## src/rtl/enemy_formation_ctrl.sv

```systemverilog
// Eight-enemy invader formation: frame-paced side march with edge drops,
// kill handling and speed-up as the formation thins out.
module enemy_formation_ctrl #(
    parameter int X0       = 50,
    parameter int Y0       = 50,
    parameter int SPACING  = 50,
    parameter int SPRITE_W = 32,
    parameter int STEP_X   = 2,
    parameter int STEP_Y   = 16,
    parameter int X_MIN    = 8,
    parameter int X_MAX    = 600,
    parameter int Y_LIMIT  = 400,
    parameter int V_TRIG   = 480
) (
    input  logic        clk,
    input  logic        reset,
    input  logic [9:0]  v_counter,
    input  logic        restart,
    input  logic        kill_valid,
    input  logic [2:0]  kill_idx,
    output logic [79:0] pos_x_flat,
    output logic [79:0] pos_y_flat,
    output logic [7:0]  alive,
    output logic        step_pulse,
    output logic        all_dead,
    output logic        reached_bottom
);

    typedef enum logic [1:0] {MOVE_R, MOVE_L, HALT} state_t;

    state_t      state, state_nxt;
    logic [10:0] ox, oy, ox_nxt, oy_nxt;
    logic [7:0]  alive_nxt;
    logic [2:0]  frame_cnt, frame_cnt_nxt;
    logic [9:0]  v_prev;
    logic        tick, do_step, at_right, at_left;
    logic [3:0]  n_alive, half_alive, period;
    logic [2:0]  lo, hi;
    logic [10:0] lo_off, hi_off;

    function automatic logic [79:0] pos_x_of(input logic [10:0] o);
        logic [79:0] r;
        for (int i = 0; i < 8; i++)
            r[10*i +: 10] = 10'(o + 11'(i * SPACING));
        return r;
    endfunction

    function automatic logic [79:0] pos_y_of(input logic [10:0] o);
        return {8{o[9:0]}};
    endfunction

    always_comb begin
        n_alive = '0;
        lo      = '0;
        hi      = '0;
        for (int i = 0; i < 8; i++)
            n_alive = n_alive + {3'b0, alive[i]};
        for (int i = 7; i >= 0; i--)
            if (alive[i]) lo = 3'(i);
        for (int i = 0; i < 8; i++)
            if (alive[i]) hi = 3'(i);
    end

    // Edge limits and period always come from the pre-kill mask of this cycle.
    assign half_alive = n_alive >> 1;
    assign period     = (half_alive == 4'd0) ? 4'd1 : half_alive;
    assign lo_off     = 11'(lo) * 11'(SPACING);
    assign hi_off     = 11'(hi) * 11'(SPACING);
    assign at_right   = (ox + hi_off + 11'(SPRITE_W) + 11'(STEP_X)) > 11'(X_MAX);
    assign at_left    = (ox + lo_off) < 11'(X_MIN + STEP_X);
    assign tick       = (v_counter == 10'(V_TRIG)) && (v_prev != 10'(V_TRIG));
    assign do_step    = tick && (state != HALT) && ({1'b0, frame_cnt} >= (period - 4'd1));

    always_comb begin
        ox_nxt        = ox;
        oy_nxt        = oy;
        state_nxt     = state;
        alive_nxt     = alive;
        frame_cnt_nxt = frame_cnt;
        if (tick && state != HALT)
            frame_cnt_nxt = do_step ? 3'd0 : frame_cnt + 3'd1;
        if (do_step) begin
            unique case (state)
                MOVE_R: begin
                    if (at_right) begin
                        oy_nxt    = oy + 11'(STEP_Y);
                        state_nxt = MOVE_L;
                    end else begin
                        ox_nxt = ox + 11'(STEP_X);
                    end
                end
                MOVE_L: begin
                    if (at_left) begin
                        oy_nxt    = oy + 11'(STEP_Y);
                        state_nxt = MOVE_R;
                    end else begin
                        ox_nxt = ox - 11'(STEP_X);
                    end
                end
                default: ;
            endcase
        end
        if (kill_valid)
            alive_nxt[kill_idx] = 1'b0;
        if (alive_nxt == 8'h00 || oy_nxt >= 11'(Y_LIMIT))
            state_nxt = HALT;
    end

    // Positions and flags register the next-state values so they move on the step edge.
    always_ff @(posedge clk or negedge reset) begin
        if (!reset) begin
            ox             <= 11'(X0);
            oy             <= 11'(Y0);
            alive          <= 8'hFF;
            state          <= MOVE_R;
            frame_cnt      <= '0;
            v_prev         <= '0;
            step_pulse     <= 1'b0;
            all_dead       <= 1'b0;
            reached_bottom <= 1'b0;
            pos_x_flat     <= pos_x_of(11'(X0));
            pos_y_flat     <= pos_y_of(11'(Y0));
        end else if (restart) begin
            ox             <= 11'(X0);
            oy             <= 11'(Y0);
            alive          <= 8'hFF;
            state          <= MOVE_R;
            frame_cnt      <= '0;
            v_prev         <= '0;
            step_pulse     <= 1'b0;
            all_dead       <= 1'b0;
            reached_bottom <= 1'b0;
            pos_x_flat     <= pos_x_of(11'(X0));
            pos_y_flat     <= pos_y_of(11'(Y0));
        end else begin
            ox             <= ox_nxt;
            oy             <= oy_nxt;
            alive          <= alive_nxt;
            state          <= state_nxt;
            frame_cnt      <= frame_cnt_nxt;
            v_prev         <= v_counter;
            step_pulse     <= do_step;
            all_dead       <= (alive_nxt == 8'h00);
            reached_bottom <= (oy_nxt >= 11'(Y_LIMIT));
            pos_x_flat     <= pos_x_of(ox_nxt);
            pos_y_flat     <= pos_y_of(oy_nxt);
        end
    end

endmodule

```

## config.mk

```make
export PLATFORM = sky130hd
export DESIGN_NAME = enemy_formation_ctrl
export DESIGN_NICKNAME = d
export VERILOG_FILES = /design/src/rtl/enemy_formation_ctrl.sv
export SDC_FILE = /design/constraint.sdc
export NUM_CORES = 1
export LEC_CHECK = 0
export BUFFER_PORTS_ARGS = -buffer_cell sky130_fd_sc_hd__buf_2
export CELL_PAD_IN_SITES_DETAIL_PLACEMENT = 0
export CELL_PAD_IN_SITES_GLOBAL_PLACEMENT = 1
export CORE_ASPECT_RATIO = 0.7
export CORE_MARGIN = 2
export CORE_UTILIZATION = 41
export CTS_CLUSTER_SIZE = 10
export DETAILED_ROUTE_END_ITERATION = 8
export HOLD_SLACK_MARGIN = 0.08
export PLACE_DENSITY = 0.91
export SLEW_MARGIN = 5
export SYNTH_ARGS = -nofsm -noshare
export SYNTH_HDL_FRONTEND = slang
export SYNTH_SLANG_ARGS = --single-unit
```

## constraint.sdc

```tcl
create_clock -name clk -period 7.8 [get_ports clk]
set_input_delay 1.17 -clock clk [delete_from_list [all_inputs] [get_ports clk]]
set_output_delay 1.17 -clock clk [all_outputs]
set_load 0.01 [all_outputs]
```

After elaboration in Yosys (flattened, before gate mapping)
Cells that the tools add are included.

Output and inout bits: 171. Input port bits: 17. Register bits after elaboration: 208.

$add $sub $neg: 23. Reductions and logical operators: 12. Eq/ne operators: 6. Bitwise operators: 2. Magnitude comparators: 6. Muxes and demuxes: 45. Multiply operators: 2.

Operators by type and width (number): two-way mux 80 bit (2); two-way mux 11 bit (8); two-way mux 3 bit (18); one-hot mux 11 bit (2 select lines) (2); adder 10 x 8 -> 10 bit, second input constant (3); adder 11 x 2 -> 11 bit, second input constant (2); adder 11 x 9 -> 11 bit (2); adder 10 x 9 -> 10 bit, second input constant (2); adder 4 x 1 -> 4 bit (4); multiplier 3 x 5 -> 8 bit, second input constant (2); two-way mux 8 bit (2); adder 11 x 5 -> 11 bit, second input constant (1); adder 11 x 6 -> 11 bit, second input constant (1); greater-or-equal comparator 11 x 9 -> 1 bit, second input constant (1); > comparator 11 x 10 -> 1 bit, second input constant (1); less-than comparator 11 x 4 -> 1 bit, second input constant (1); subtractor 11 x 2 -> 11 bit, second input constant (1); adder 10 x 6 -> 10 bit, second input constant (1); adder 10 x 7 -> 10 bit, second input constant (1); equality test 10 x 9 -> 1 bit, second input constant (1); two-way mux 10 bit (1); two-way mux 2 bit (5); != test 10 x 9 -> 1 bit, second input constant (1); bitwise AND 8 bit (1); 24 further kinds (32).

Depth between registers and ports, before layout
Depth in word-level cells: 19. Gate-level depth with buffers: 26. Mapped depth without buffers: 24.

Least setup slack after synthesis
OpenSTA, ideal clock, no wires.

Kind: reg-to-reg. Start point: register alive[1]. End point: register pos_x_flat[79]. Stages on the path, launching flop included: 26. Required time: 7.667 ns. Library setup time: 0.133 ns. Path slack: 1.960 ns. Path buffers: 3. Arrival time: 5.708 ns. Path through: dfstp_2 > fa_1 > inv_1 > fa_1 > fa_1 > nor2_1 > fa_1 > nand3_1 > o21ai_0 > nor2_1 > ha_1 > ha_1 > a21o_1 > a21oi_1 > or3_1 > buf_6 > o31a_1 > a211oi_4 > inv_2 > buf_6 > buf_6 > ha_1 > and2_1 > o21ai_0 > a21oi_1 > mux2i_1.

Longest elaborated chain between the ends: 17. Elaborated cells on any way between the ends: 35. Classes of those cells: 13 x add/sub; 2 x mul; 3 x order compare; 15 x mux; 2 x reduce/logical.

RTL lines: start: declaration (line 23) `output logic [7:0] alive,`; start signal: assignment (line 138) `alive <= alive_nxt;`; two-way mux 1 bit (line 61) `if (alive[i]) hi = 3'(i);`; two-way mux 3 bit (6 in a row) (line 61); multiplier 3 x 5 -> 8 bit (line 68) `assign hi_off = 11'(hi) * 11'(SPACING);`; adder 11 x 9 -> 11 bit (line 69) `assign at_right = (ox + hi_off + 11'(SPRITE_W) + 11'(STEP_X)) > 11'(X_MAX);`; adder 11 x 6 -> 11 bit (line 69); adder 11 x 2 -> 11 bit (line 69); > comparator 11 x 10 -> 1 bit (line 69); two-way mux 11 bit (line 85) `if (at_right) begin`; one-hot mux 11 bit (2 select lines) (line 83) `unique case (state)`; two-way mux 11 bit (*) (line 82) `if (do_step) begin`; adder 10 x 9 -> 10 bit (*) (line 44) `r[10*i +: 10] = 10'(o + 11'(i * SPACING));`; two-way mux 80 bit (*) (line 123) `end else if (restart) begin`; end signal: assignment (line 121) `pos_x_flat <= pos_x_of(11'(X0));`; end signal: assignment (line 133) `pos_x_flat <= pos_x_of(11'(X0));`; end signal: assignment (line 145) `pos_x_flat <= pos_x_of(ox_nxt);`; end: declaration (line 21) `output logic [79:0] pos_x_flat,`.

Every way passes the cells marked *; elsewhere a longest branch is shown, timed or not. A chain may end at the register's enable or synchronous reset.

Worst setup path in the final report
Start point: register alive[1]. End point: register pos_x_flat[68].

The elaborated chain is that of the path after synthesis.

==> impl_metrics.py <==
metrics = {
    "power_and_ir_drop": {
        "pwr-share-comb": 0.099,
        "power_density_nw_per_um2": 139,
        "peakVddDrop_uv": 103,
        "internal_power_mw": 0.817,
        "power_frac_seq": 0.477,
        "netSwitchingPower_mw": 0.282,
        "clock_power_share": 0.424,
        "leakage_nw": 3.83,
        "swShare": 0.257,
    },
    "critical_path": {
        "crit_path_end_kind": "flop",
        "worst_path_most_repeated_cell": "fa_1",
        "critical_path_required_ps": 8070,
        "cp.arrival_ps": 6810,
        "cp_max_fo": 27,
        "crit_path_top_delay_cell": "nor3_4",
        "r2r_setup_slack_ps": 1260,
        "cp_num_buf_inv": 1,
        "critPathKind": "flop to flop",
        "worstPathCellList": "fa_1, inv_1, fa_1, fa_1, nor2_1, fa_1, nand3_1, o21ai_0, nor2_1, ha_1, ha_1, a21o_1, a21oi_1, or3_1, nor2_1, a211o_1, nor3_4, o21ai_0, nand2_1, mux2i_1",
        "crit_family": "adder cells",
        "r2r_cells": 20,
        "r2r-end": "pos_x_flat[68]",
        "worstReg2RegStart": "alive[1]",
        "critPathMaxStageDelay_ps": 870,
        "start_kind": "flop",
    },
    "sta": {
        "finalCritPeriodShare": 0.838,
        "worst_pin_slew_ps": 1180,
        "max_freq_mhz": 153,
        "relSlewSlack": 0.209,
        "fin_skew_ps": 9.84,
        "setup_violations": 0,
        "period_minus_slack_ps": 6540,
        "drv_slew": 0,
        "setup_tns_ps": 0,
        "rsz0062_at_grt": "false",
        "finalHoldViolCount": 0,
    },
    "cts": {
        "cts_root_buf": "clkbuf_16",
        "hold_buffers": 0,
        "insertion_delay_ps": 350,
        "clkTransAtPathRegs_ps": 80,
        "cts_tree": "yes",
        "numCtsBuffers": 9,
        "post-cts-setup-buffer-count": 0,
        "htree_levels": 3,
        "clock_path_buffers": 2,
        "clock_sinks": 99,
        "cts_resized": 0,
    },
    "die": {
        "die_y_um": 115,
        "fp.coreArea_um2": 17300,
        "die-area_um2": 18800,
        "dieWidth_um": 163,
        "row_count": 40,
        "io_pins": 188,
        "initial_utilization": 0.421,
    },
    "yosys": {
        "ys.flop_type": "dfrtp_1",
        "yosysUniqueCellTypes": 80,
        "synth-edff-count": 0,
        "yosys.area.top_type": "dfrtp_1",
        "synth_top_area_share": 0.207,
        "postSynthAreaPerCell_um2": 9.38,
        "syn_area_um2": 7260,
        "synth_area_leaders": "dfrtp_1 21%, dfstp_2 14%, buf_4 11%",
        "yosys_warnings": 0,
        "synth_seq_cells": 99,
        "synth_nets": 849,
        "syn_inst": 774,
        "async_reset_ff_frac": 1.00,
        "yosysSeqAreaShare": 0.348,
    },
    "detailed_routing": {
        "vias": 5610,
        "dr.pass1.iters": 5,
        "viasPerCell": 5.19,
        "wl_per_cell_um": 15.7,
        "ant_nets": 0,
        "drc": 0,
        "drt_wl_total_um": 17000,
        "drt-initial-drc-count": 539,
    },
    "grt": {
        "grt_start_max_net_pins": 82,
        "grt_pass1_wl_um": 26700,
        "antenna_found_initial": 0,
        "grt_pass1_vias": 5034,
        "grt.total_usage": 0.180,
        "gr-total-overflow": 0,
    },
    "layout": {
        "stdcell_count": 1080,
        "finalNetCount": 919,
        "area_delta_synth_final_pct": 8.70,
        "final_common_cell": "buf_2",
        "layout_common_cells": "186 x buf_2, 60 x dfrtp_1, 57 x nor2_1",
        "drive_gt1_frac": 0.327,
        "num_antenna_cells": 0,
    },
    "job": {
        "cap_violations": 0,
    },
    "hold_path": {
        "hold_end": "alive[7]",
        "whs_path_depth": 1,
        "worstHoldStart": "alive[7]",
        "hp-class": "flop to flop",
    },
    "status": {
        "status": "completed",
    },
    "place": {
        "dp_cells": 1064,
        "place_congestion": 0.936,
        "io_buffers": 187,
        "hpwlAfterDp_um": 12500,
    },
}
-- metrics by stage --
step | setup slack (ps) | utilization | hold WS [ps] | cell area [um2] | power (mW)
after CTS | 1250 | 0.457 | 544 | 7900 | 1.11
after global placement | 1500 | 0.439 | 523 | 7590 | 0.640
after detailed placement | 1300 | 0.439 | 528 | 7590 | 0.643
after global routing | 790 | 0.457 | 565 | 7900 | 1.15
after floorplan | 1960 | - | 527 | 7260 | 0.615
final | 1260 | 0.457 | 543 | 7900 | 1.10
-- power by group through the flow --
stage / Clock (mW) / Combinational (mW) / Sequential (mW)
detailed placement: 0 / 0.109 / 0.534
floorplan: 0 / 0.0807 / 0.534
CTS: 0.476 / 0.110 / 0.524
global route: 0.499 / 0.126 / 0.525
global placement: 0 / 0.107 / 0.533
finish: 0.466 / 0.109 / 0.524
-- sequential cells by signal (all words and copies together) (netlist names) --
name	count
frame_cnt	3
pos_x_flat	62
ox	1
pos_y_flat	8
v_prev	10
reached_bottom	1
step_pulse	1
all_dead	1
state	2
oy	2
alive	8
-- worst reg2reg max path: cells and delay by family (launching register included) --
| family | cells | cell delay (ps) |
|---|---|---|
| fa+ha+maj | 6 | 2300 |
| simple gates | 7 | 1870 |
| compound gates | 5 | 1380 |
| flops | 1 | 620 |
| mux | 1 | 220 |
| buf+inv | 1 | 80 |
-- worst max-delay path by stage --
stage / cells after the start / slack, ps / end / startpoint
2_1_floorplan: 25 / 1960 / pos_x_flat[79] / alive[1]
3_3_place_gp: 20 / 1500 / pos_x_flat[69] / alive[1]
3_5_place_dp: 20 / 1300 / pos_x_flat[68] / alive[1]
4_1_cts: 20 / 1250 / pos_x_flat[68] / alive[1]
5_1_grt: 20 / 790 / pos_x_flat[68] / alive[1]
6_report: 20 / 1260 / pos_x_flat[68] / alive[1]
-- metal layers --
metal / GRT usage / share of wire / up-vias
li1: - / - / 2692
met1: 0.274 / 0.50 / 2635
met2: 0.261 / 0.41 / 274
met3: 0.0361 / 0.089 / 9
met4: 0.0378 / 0.0068 / 0
met5: 0 / 0 / -
-- synthesized netlist by cell type (all sizes together), types with 14 or more instances --
master,count
nand3,20
dfrtp,60
mux2i,14
ha,52
nand2,31
nor3,17
nand2b,31
a21oi,38
inv,48
xnor2,32
clkbuf,17
buf,114
o21ai,27
dfstp,39
nor2b,22
nor2,57
-- final cells by class --
type,count,area (um2)
inverter,49,184
clock inverter,7,81.3
sequential,99,2530
multi-input combinational,495,3630
tap,231,289
timing repair buffer,190,961
clock buffer,9,225
fill,1631,9370
-- kinds of logic after synthesis --
group / Yosys count / synth area share
and+or+nand+nor: 234 / 0.175
buffers and inverters: 180 / 0.153
AOI/OAI and AO/OA: 142 / 0.140
DFF: 99 / 0.348
adders and majority gates: 58 / 0.106
xor gates and xnor gates: 42 / 0.0517
muxes: 18 / 0.0260
other: 1 / 0.000516
No activity file was read; power rests on OpenSTA's default activity.
